**src/rtl/mem_rep_agu.sv**
```systemverilog
// -----------------------------------------------------------------------------
// mem_rep_agu -- M-stage memory address sequencer
//
// Takes one instruction from the RRAG/M-stage operand latch, resolves the
// access size, applies the push pre-decrement on the stack channel, and then
// emits one registered access beat per cycle toward the d$ request port.
// A REP string op emits one beat per iteration. Every beat is checked against
// the per-channel segment limit, and a faulting beat ends the sequence.
//
// Handshake: a transfer happens on a rising clk edge where valid & ready are
// both high. A producer holding valid keeps its payload stable until ready is
// seen. Readiness never depends on the same-side valid.
// This applies to in_valid/in_ready and to out_valid/out_ready alike.
//
// Ports:
//   clk        stage clock
//   clr        asynchronous active-high reset
//   in_valid   instruction presented          in_ready   accepted this cycle
//   opsize     operand size code (0..3)       size_ovr   one-hot size override
//   is_rep     REP string op                  rep_cnt    iteration count
//   dir        1 = step addresses downward    is_push    pre-decrement stack ch
//   ch_addr    start address per channel      ch_rw      access type per channel
//   seg_max    highest legal byte per channel flush      synchronous cancel
//   out_valid  beat valid                     out_ready  d$ accepts beat
//   out_addr   beat address per channel       out_rw     latched ch_rw
//   out_size   resolved size code             out_last   final beat
//   out_iter   remaining iterations incl. this beat
//   exc_valid  beat has a segment-limit fault exc_ch     per-channel fault mask
//   busy       REP sequence in progress (decoded FSM state: 1 = RUN)
// -----------------------------------------------------------------------------
module mem_rep_agu #(
    parameter int NUM_CH = 2,
    parameter int ADDR_W = 32,
    parameter int CNT_W  = 32
) (
    input  logic                     clk,
    input  logic                     clr,
    input  logic                     in_valid,
    output logic                     in_ready,
    input  logic [1:0]               opsize,
    input  logic [3:0]               size_ovr,
    input  logic                     is_rep,
    input  logic [CNT_W-1:0]         rep_cnt,
    input  logic                     dir,
    input  logic                     is_push,
    input  logic [NUM_CH*ADDR_W-1:0] ch_addr,
    input  logic [NUM_CH*2-1:0]      ch_rw,
    input  logic [NUM_CH*ADDR_W-1:0] seg_max,
    input  logic                     flush,
    output logic                     out_valid,
    input  logic                     out_ready,
    output logic [NUM_CH*ADDR_W-1:0] out_addr,
    output logic [NUM_CH*2-1:0]      out_rw,
    output logic [1:0]               out_size,
    output logic                     out_last,
    output logic [CNT_W-1:0]         out_iter,
    output logic                     exc_valid,
    output logic [NUM_CH-1:0]        exc_ch,
    output logic                     busy
);

    typedef enum logic {
        IDLE = 1'b0,
        RUN  = 1'b1
    } state_t;

    // The highest channel index carries the stack operand.
    localparam int STK = NUM_CH - 1;

    state_t state_q, state_d;

    // Per-instruction context captured at accept.
    logic                     dir_q;
    logic [ADDR_W-1:0]        bytes_q;
    logic [NUM_CH*ADDR_W-1:0] seg_max_q;

    // ------------------------------------------------------------------
    // Helpers
    // ------------------------------------------------------------------
    // Override wins when non-zero; highest set bit selects the size so a
    // malformed multi-hot override still resolves deterministically.
    function automatic logic [1:0] resolve_size(input logic [1:0] opsz,
                                                input logic [3:0] ovr);
        logic [1:0] s;
        s = opsz;
        for (int i = 0; i < 4; i++) begin
            if (ovr[i]) s = 2'(i);
        end
        return s;
    endfunction

    // A channel faults when its last touched byte lies above the limit or
    // when the access wraps past the top of the linear address space.
    function automatic logic [NUM_CH-1:0] limit_fault(
        input logic [NUM_CH*ADDR_W-1:0] addr,
        input logic [NUM_CH*2-1:0]      rw,
        input logic [NUM_CH*ADDR_W-1:0] smax,
        input logic [ADDR_W-1:0]        nbytes
    );
        logic [NUM_CH-1:0] f;
        logic [ADDR_W:0]   top;
        f = '0;
        for (int c = 0; c < NUM_CH; c++) begin
            top = {1'b0, addr[c*ADDR_W +: ADDR_W]} + {1'b0, nbytes}
                  - (ADDR_W+1)'(1);
            if (rw[c*2 +: 2] != 2'b00) begin
                f[c] = top[ADDR_W] | (top[ADDR_W-1:0] > smax[c*ADDR_W +: ADDR_W]);
            end
        end
        return f;
    endfunction

    // ------------------------------------------------------------------
    // First beat, computed from the live inputs for use at accept
    // ------------------------------------------------------------------
    logic [1:0]               acc_size;
    logic [ADDR_W-1:0]        acc_bytes;
    logic [NUM_CH*ADDR_W-1:0] first_addr;
    logic [CNT_W-1:0]         first_iter;
    logic [NUM_CH-1:0]        first_fault;
    logic                     first_last;

    always_comb begin
        acc_size   = resolve_size(opsize, size_ovr);
        acc_bytes  = ADDR_W'(1) << acc_size;
        first_addr = ch_addr;
        if (is_push) begin
            first_addr[STK*ADDR_W +: ADDR_W] = ch_addr[STK*ADDR_W +: ADDR_W] - acc_bytes;
        end
        first_iter  = is_rep ? rep_cnt : CNT_W'(1);
        first_fault = limit_fault(first_addr, ch_rw, seg_max, acc_bytes);
        first_last  = (first_iter == CNT_W'(1)) | (|first_fault);
    end

    // ------------------------------------------------------------------
    // Following beat, stepped from the beat currently presented
    // ------------------------------------------------------------------
    logic [NUM_CH*ADDR_W-1:0] step_addr;
    logic [CNT_W-1:0]         step_iter;
    logic [NUM_CH-1:0]        step_fault;
    logic                     step_last;

    always_comb begin
        step_addr = out_addr;
        for (int c = 0; c < NUM_CH; c++) begin
            if (out_rw[c*2 +: 2] != 2'b00) begin
                step_addr[c*ADDR_W +: ADDR_W] = dir_q
                    ? out_addr[c*ADDR_W +: ADDR_W] - bytes_q
                    : out_addr[c*ADDR_W +: ADDR_W] + bytes_q;
            end
        end
        step_iter  = out_iter - CNT_W'(1);
        step_fault = limit_fault(step_addr, out_rw, seg_max_q, bytes_q);
        step_last  = (step_iter == CNT_W'(1)) | (|step_fault);
    end

    // ------------------------------------------------------------------
    // FSM: state register
    // ------------------------------------------------------------------
    always_ff @(posedge clk or posedge clr) begin
        if (clr) begin
            state_q <= IDLE;
        end else begin
            state_q <= state_d;
        end
    end

    // ------------------------------------------------------------------
    // FSM: output / control decode
    // ------------------------------------------------------------------
    logic accept;
    logic out_hs;
    logic zero_rep;
    logic load_first;
    logic load_step;

    always_comb begin
        // A new instruction may enter only while idle and once the beat
        // register is free (empty or draining this cycle).
        in_ready   = (state_q == IDLE) & (~out_valid | out_ready) & ~flush;
        accept     = in_valid & in_ready;
        out_hs     = out_valid & out_ready;
        zero_rep   = is_rep & (rep_cnt == '0);
        // A zero-count REP is consumed without producing any beat.
        load_first = accept & ~zero_rep;
        load_step  = ~flush & out_hs & ~out_last & (state_q == RUN);
        busy       = (state_q == RUN);
    end

    // ------------------------------------------------------------------
    // FSM: next-state logic
    // ------------------------------------------------------------------
    always_comb begin
        state_d = state_q;
        unique case (state_q)
            IDLE: begin
                if (load_first && !first_last) state_d = RUN;
            end
            RUN: begin
                if (flush)                    state_d = IDLE;
                else if (out_hs && out_last)  state_d = IDLE;
            end
            default: state_d = IDLE;
        endcase
    end

    // ------------------------------------------------------------------
    // Beat register and latched context
    // ------------------------------------------------------------------
    always_ff @(posedge clk or posedge clr) begin
        if (clr) begin
            out_valid <= 1'b0;
            out_addr  <= '0;
            out_rw    <= '0;
            out_size  <= '0;
            out_last  <= 1'b0;
            out_iter  <= '0;
            exc_valid <= 1'b0;
            exc_ch    <= '0;
            dir_q     <= 1'b0;
            bytes_q   <= '0;
            seg_max_q <= '0;
        end else if (flush) begin
            // Cancel wins over any accept or handshake in the same cycle.
            out_valid <= 1'b0;
            exc_valid <= 1'b0;
            exc_ch    <= '0;
        end else if (load_first) begin
            out_valid <= 1'b1;
            out_addr  <= first_addr;
            out_rw    <= ch_rw;
            out_size  <= acc_size;
            out_last  <= first_last;
            out_iter  <= first_iter;
            exc_valid <= |first_fault;
            exc_ch    <= first_fault;
            dir_q     <= dir;
            bytes_q   <= acc_bytes;
            seg_max_q <= seg_max;
        end else if (load_step) begin
            out_valid <= 1'b1;
            out_addr  <= step_addr;
            out_last  <= step_last;
            out_iter  <= step_iter;
            exc_valid <= |step_fault;
            exc_ch    <= step_fault;
        end else if (out_hs) begin
            // Final beat taken with nothing queued behind it.
            out_valid <= 1'b0;
            exc_valid <= 1'b0;
            exc_ch    <= '0;
        end
    end

endmodule

```
**config.mk**
```make
export PLATFORM = sky130hd
export DESIGN_NAME = mem_rep_agu
export DESIGN_NICKNAME = d
export VERILOG_FILES = /design/src/rtl/mem_rep_agu.sv
export SDC_FILE = /design/constraint.sdc
export NUM_CORES = 1
export LEC_CHECK = 0
export CAP_MARGIN = 15
export CELL_PAD_IN_SITES_DETAIL_PLACEMENT = 1
export CELL_PAD_IN_SITES_GLOBAL_PLACEMENT = 1
export CORE_MARGIN = 5
export CORE_UTILIZATION = 43
export CTS_BUF_LIST = sky130_fd_sc_hd__clkbuf_8
export CTS_CLUSTER_DIAMETER = 200
export DETAILED_ROUTE_END_ITERATION = 12
export PLACE_DENSITY = 0.95
export SLEW_MARGIN = 20
export SYNTH_ARGS = -nofsm -noshare
export SYNTH_HDL_FRONTEND = slang
export SYNTH_SLANG_ARGS = --single-unit
```
**constraint.sdc**
```tcl
create_clock -name clk -period 8.4 [get_ports clk]
set_clock_uncertainty 0.15 [all_clocks]
set_input_delay 1.68 -clock clk [delete_from_list [all_inputs] [get_ports clk]]
set_output_delay 1.68 -clock clk [all_outputs]
set_load 0.01 [all_outputs]
```
* Yosys cells after proc, flatten, opt, wreduce, memory -nomap -nowiden
Index checks and enable logic that the tools add are counted.
** Word-level totals
- Register bits after elaboration :: 205
- Bits of input ports :: 178
- Output and inout port bits :: 109
- Logic and storage cells :: 103
** Cells by class
- Add/sub/neg operators :: 14
- Equality and inequality tests :: 2
- Reductions and logical operators :: 14
- Shift operators :: 1
- Magnitude comparators :: 4
- Bitwise logic cells :: 21
- Multiplexer cells :: 35
** Operator list (number)
- 2-to-1 mux 32 bit :: 8
- adder 32 x 32 -> 33 bit :: 4
- subtractor 33 x 1 -> 33 bit (second input constant) :: 4
- > comparator 32 bit :: 4
- 2-to-1 mux 64 bit :: 2
- subtractor 32 bit :: 3
- adder 32 bit :: 2
- == test 32 x 1 -> 1 bit (second input constant) :: 2
- logical NOT 32 bit :: 1
- << shifter 1 x 2 -> 32 bit (first input constant) :: 1
- subtractor 32 x 1 -> 32 bit (second input constant) :: 1
- 2-to-1 mux 1 bit :: 16
- 2-to-1 mux 2 bit :: 8
- nonzero test 2 bit :: 5
- AND 1 bit :: 9
- bitwise OR 1 bit :: 7
- NOT 1 bit :: 5
- AND reduction 2 bit :: 2
- nonzero test 4 bit :: 1
- OR reduction 2 bit :: 2
- logical AND 1 bit :: 2
- one-hot mux 1 bit (2 select lines) :: 1
- logical NOT 1 bit :: 1

* Longest topological paths before layout
- Depth in word-level cells :: 18
- Mapped depth :: 40
- Mapped depth without buffers :: 39

* Worst setup path after synthesis
OpenSTA, ideal clock, no wires.
- Path type :: input port to flip-flop
- Start point :: input port size_ovr[0]
- End point :: register out_last
- Required time :: 8.113 ns
- Setup time :: 0.137 ns
- Path slack :: 0.128 ns
- Cell stages on the path :: 38
- Path buffers :: 0
- Data arrival time :: 7.985 ns
- Path through :: nor2_1 -> a211oi_1 -> nand2_1 -> inv_1 -> ha_1 -> inv_1 -> fa_1 -> a21o_1 -> a21oi_1 -> nand2_1 -> nor4_1 -> xnor2_1 -> inv_1 -> ha_1 -> a21o_1 -> a21oi_1 -> and2_1 -> a211oi_1 -> [... 2 more ...] -> a2111oi_1 -> o41a_1 -> nand3b_4 -> nand2_1 -> xnor2_1 -> ha_1 -> a21o_1 -> a21o_1 -> a21o_1 -> a21o_1 -> a21oi_1 -> nor2b_1 -> o21ai_0 -> nand2_1 -> o21ai_0 -> a21oi_1 -> nor3_1 -> o211ai_1
** On the way
- Cells in the longest elaborated chain, start to end :: 15
- Elaborated cells between the ends (all ways) :: 20
- Classes of those cells :: add/sub (5); order compare (2); shift (1); mux (8); bitwise (3); reduce/logical (1)
** RTL lines
- from (decl) :: line 41 : input logic [3:0] size_ovr,
- 2-to-1 mux 2 bit (*) (4 in a row) :: line 87 : if (ovr[i]) s = 2'(i);
- << shifter 1 x 2 -> 32 bit (*) :: line 125 : acc_bytes = ADDR_W'(1) << acc_size;
- via acc_bytes[0] :: line 117 : logic [ADDR_W-1:0] acc_bytes;
- subtractor 32 bit :: line 128 : first_addr[STK*ADDR_W +: ADDR_W] = ch_addr[STK*ADDR_W +: ADDR_W] - acc_bytes;
- 2-to-1 mux 32 bit :: line 127 : if (is_push) begin
- adder 32 x 32 -> 33 bit :: line 104 : top = {1'b0, addr[c*ADDR_W +: ADDR_W]} + {1'b0, nbytes}
- subtractor 33 x 1 -> 33 bit :: line 105 : - (ADDR_W+1)'(1);
- > comparator 32 bit :: line 107 : f[c] = top[ADDR_W] | (top[ADDR_W-1:0] > smax[c*ADDR_W +: ADDR_W]);
- bitwise OR 1 bit :: line 107
- 2-to-1 mux 1 bit :: line 106 : if (rw[c*2 +: 2] != 2'b00) begin
- OR reduction 2 bit (*) :: line 132 : first_last = (first_iter == CNT_W'(1)) | (|first_fault);
- bitwise OR 1 bit (*) :: line 132
- 2-to-1 mux 1 bit (*) :: line 228 : end else if (load_first) begin
- to (signal assigned) :: line 233 : out_last <= first_last;
- to (signal assigned) :: line 243 : out_last <= step_last;
- to (decl) :: line 55 : output logic out_last,
The timed path passes the listed nets; every way through them passes the cells marked *.
A chain may end at the register's enable or synchronous reset.

* Worst setup path in the final report
- Start point :: input port size_ovr[0]
- End point :: register exc_ch[1]
** On the way
- Cells in the longest elaborated chain, start to end :: 14
** RTL lines
- 2-to-1 mux 2 bit (*) (4 in a row) :: line 87
- << shifter 1 x 2 -> 32 bit (*) :: line 125
- subtractor 32 bit :: line 128
- 2-to-1 mux 32 bit :: line 127
- adder 32 x 32 -> 33 bit (*) :: line 104
- subtractor 33 x 1 -> 33 bit (*) :: line 105
- > comparator 32 bit :: line 107
- bitwise OR 1 bit (*) :: line 107
- 2-to-1 mux 1 bit (*) :: line 106
- 2-to-1 mux 2 bit (*) :: line 228
- 2-to-1 mux 2 bit (*) :: line 223 : end else if (flush) begin
- to (signal assigned) :: line 236 : exc_ch <= first_fault;
- to (signal assigned) :: line 246 : exc_ch <= step_fault;
- to (decl) :: line 58 : output logic [NUM_CH-1:0] exc_ch,
Every way passes the cells marked *; elsewhere a longest branch is shown, timed or not.

==> out/results.ini <==
[synthesis]
synthDominantCellAreaShare_pct=19.98
async_reset_ff_share_pct=100.0
ys.flop_type=dfrtp_1
synth_area_leader_cell=dfrtp_1
ys.warnings.count=0
syn_nets=3413
yosysSeqAreaShare_pct=19.98
syn-cell-area_um2=22170
synth_seq_cells=177
synth_cell_types=81
yosys-top-cells-area=dfrtp_1, ha_1, xnor2_1
synth_edf_count=0
avgSynthCellArea_um2=7.670
syn_inst=2890

[clock_tree]
clockBufferDepth=2
cts_root_buf=clkbuf_8
insertion_delay_ns=0.61
cts_buffers=17
path_clk_slew_ns=0.12
h-tree-depth=4
clock-sinks=177
cts_tree=built

[global_route]
grt_pass1_wl_um=142500
grt_overflow_total=0
track_usage_pct=31.26
grt_antenna_before_repair=0
grt_max_degree=233
grt_pass1_vias=26560

[sta]
setup_slack_ns=-0.1727
timing.setup.tns_ns=-0.5475
worst_slew_pin_slew_ns=1.168
relSlewSlack_pct=22.14
finalHoldViolations=0
min_period_ns=8.573
drv_slew=0
fmax_mhz=116.6
finalCritPeriodShare_pct=102.1
finalHoldWorstSlack_ns=0.3886
final-setup-viol-count=4

[outcome]
violations=setup timing
outcome=finished, violations left

[worst_setup_path]
r2r_slack_ns=-0.02
critPathKind=in2reg
r2r_start=bytes_q[1]
cp.required_ns=8.73
path_max_fanout=5
ff2ff_path_depth=38
r2r-end=out_last
cp-end-kind=register
crit_path_top_delay_cell=o41a_1
critPathLaunchType=input port
critPathArrivalTime_ns=8.90
slowest_delay_ns=0.50

[floorplanning]
die_w_um=237.0
rows=83
die_h_um=237.0
start_util_pct=43.29
io_pins=287
core-area_um2=51200
dieArea_um2=56190

[final_layout]
syn2layout_area_growth_pct=26.37
drive_gt1_share_pct=11.04
antenna_cells=0
nNetsFinal=3809

[pwr]
total_power_uw=12280
leakage_uw=0.01299
peakVddDrop_mv=0.2618
power_density_nw_per_um2=438.3

[route]
ant_nets=0
first_pass_iters=6
route.vias.total=25400
drc=0
wl_per_cell_um=25.24
routed_wl_um=100400
drt_iter0_drc=2002
drt-vias-per-instance=6.386

[hold_path]
hp-start=seg_max_q[32]
hold_end=seg_max_q[32]
min_path_cells=2
hold_class=reg2reg

[placed_design]
port_buffers=286
place_congestion=0.9400
dp_hpwl_um=70870
post-place-ws_ns=-1.337

[flow_run]
max-cap-violations=0

## flip-flops by register name, summed over array words and instances, names as in the netlist
register   count
out_addr      64
seg_max_q     64
out_iter      32
bytes_q        4
out_rw         4
exc_ch         2
out_size       2
busy           1
dir_q          1
exc_valid      1
out_last       1
out_valid      1
## cell type report
| class | count | area [um^2] |
|---|---|---|
| Clock buffer | 20 | 275.3 |
| Clock inverter | 11 | 130.1 |
| Fill cell | 6220 | 23190 |
| Inverter | 316 | 1191 |
| Multi-Input combinational cell | 2314 | 16930 |
| Sequential cell | 177 | 4429 |
| Tap cell | 680 | 850.8 |
| Timing Repair Buffer | 460 | 4208 |
## worst max-delay path, delay by kind of cell
family          cells  cell delay (ns)
fa+ha+maj           3             0.96
simple gates        9             1.60
buf+inv             5             0.65
xor+xnor            2             0.33
compound gates     20             3.67
## logic make-up (layout without fill, tap and decap cells)
logic type,after synthesis,in the layout,synth area share (%)
compound gates,881,881,24.70
xor+xnor,231,231,9.196
fa+ha+maj,345,345,19.71
buf+inv,399,807,6.763
flops,177,177,19.98
mux,38,38,1.744
simple gates,819,819,17.91
## repair_timing
action                     CTS  global route
setup endpoints to repair    5             5
setup buffers                9            16
gates cloned                 0             0
hold buffers                 0             0
resized for setup           46           111
pin swaps                   18            59
## metrics by stage
stage / std cells / utilization (%) / cell area (um^2)
floorplan: 2890 / - / 22170
global placement: 3922 / 52.21 / 26730
detailed placement: 3922 / 52.21 / 26730
CTS: 3962 / 53.49 / 27390
global route: 3978 / 54.71 / 28010
finish: 3978 / 54.71 / 28010
## worst max path at each step
stage,end,cells after the start,from
finish,exc_ch[1],39,size_ovr[0]
detailed placement,exc_ch[1],37,size_ovr[0]
floorplan,out_last,38,size_ovr[0]
global route,out_last,38,bytes_q[1]
global placement,exc_ch[1],39,size_ovr[0]
CTS,exc_ch[1],39,size_ovr[1]
## synthesized netlist by cell type, types with 6 or more instances
master,number
ha_1,338
inv_1,316
nand2_1,270
o21ai_0,267
a21oi_1,233
dfrtp_1,177
nor2_1,173
xnor2_1,165
a21o_1,104
nand3_1,74
clkbuf_1,70
nor3_1,68
xor2_1,64
o211ai_1,44
nand4_1,40
o21a_1,40
nor2b_1,37
mux2i_1,33
nand2b_1,33
a211oi_1,28
o21bai_1,24
nor4_1,23
and3_1,22
or3_1,19
a31oi_1,18
buf_1,12
o22ai_1,12
or2_2,12
a21boi_0,10
o31ai_1,9
a211o_1,8
nor3b_1,8
o21ai_1,8
and2_1,7
fa_1,7
o31a_1,7
a2111oi_0,6
## routing by layer
metal / vias up / track usage (%) / routed length (um)
met1: 12470 / 35.95 / 37570
met5: - / 0 / 0
met4: 0 / 17.74 / 6689
li1: 11050 / - / -
met2: 1404 / 55.02 / 48790
met3: 483 / 5.020 / 7348
## cells in the final DEF (no fill, tap or decap), types with 24 or more instances in the layout
cell type | netlist | routed
o21bai_1 | 24 | 24
inv_1 | 316 | 310
nand3_1 | 74 | 71
nand4_1 | 40 | 40
a21oi_1 | 233 | 211
xor2_1 | 64 | 61
mux2i_1 | 33 | 28
ha_1 | 338 | 329
nand2b_1 | 33 | 32
clkdlybuf4s50_1 | 0 | 280
o21a_1 | 40 | 40
nand2_1 | 270 | 266
dfrtp_1 | 177 | 177
nor2b_1 | 37 | 35
xnor2_1 | 165 | 159
o21ai_0 | 267 | 250
o211ai_1 | 44 | 44
a21o_1 | 104 | 104
nor2_1 | 173 | 165
nor3_1 | 68 | 62
buf_4 | 0 | 170
## where the power goes
part           internal, uW  switching [uW]  leakage (uW)
combinational          4390            5970        0.0106
clock                   289             401      0.000211
sequential             1010             218       0.00219
No activity file was read; power rests on OpenSTA's default activity.
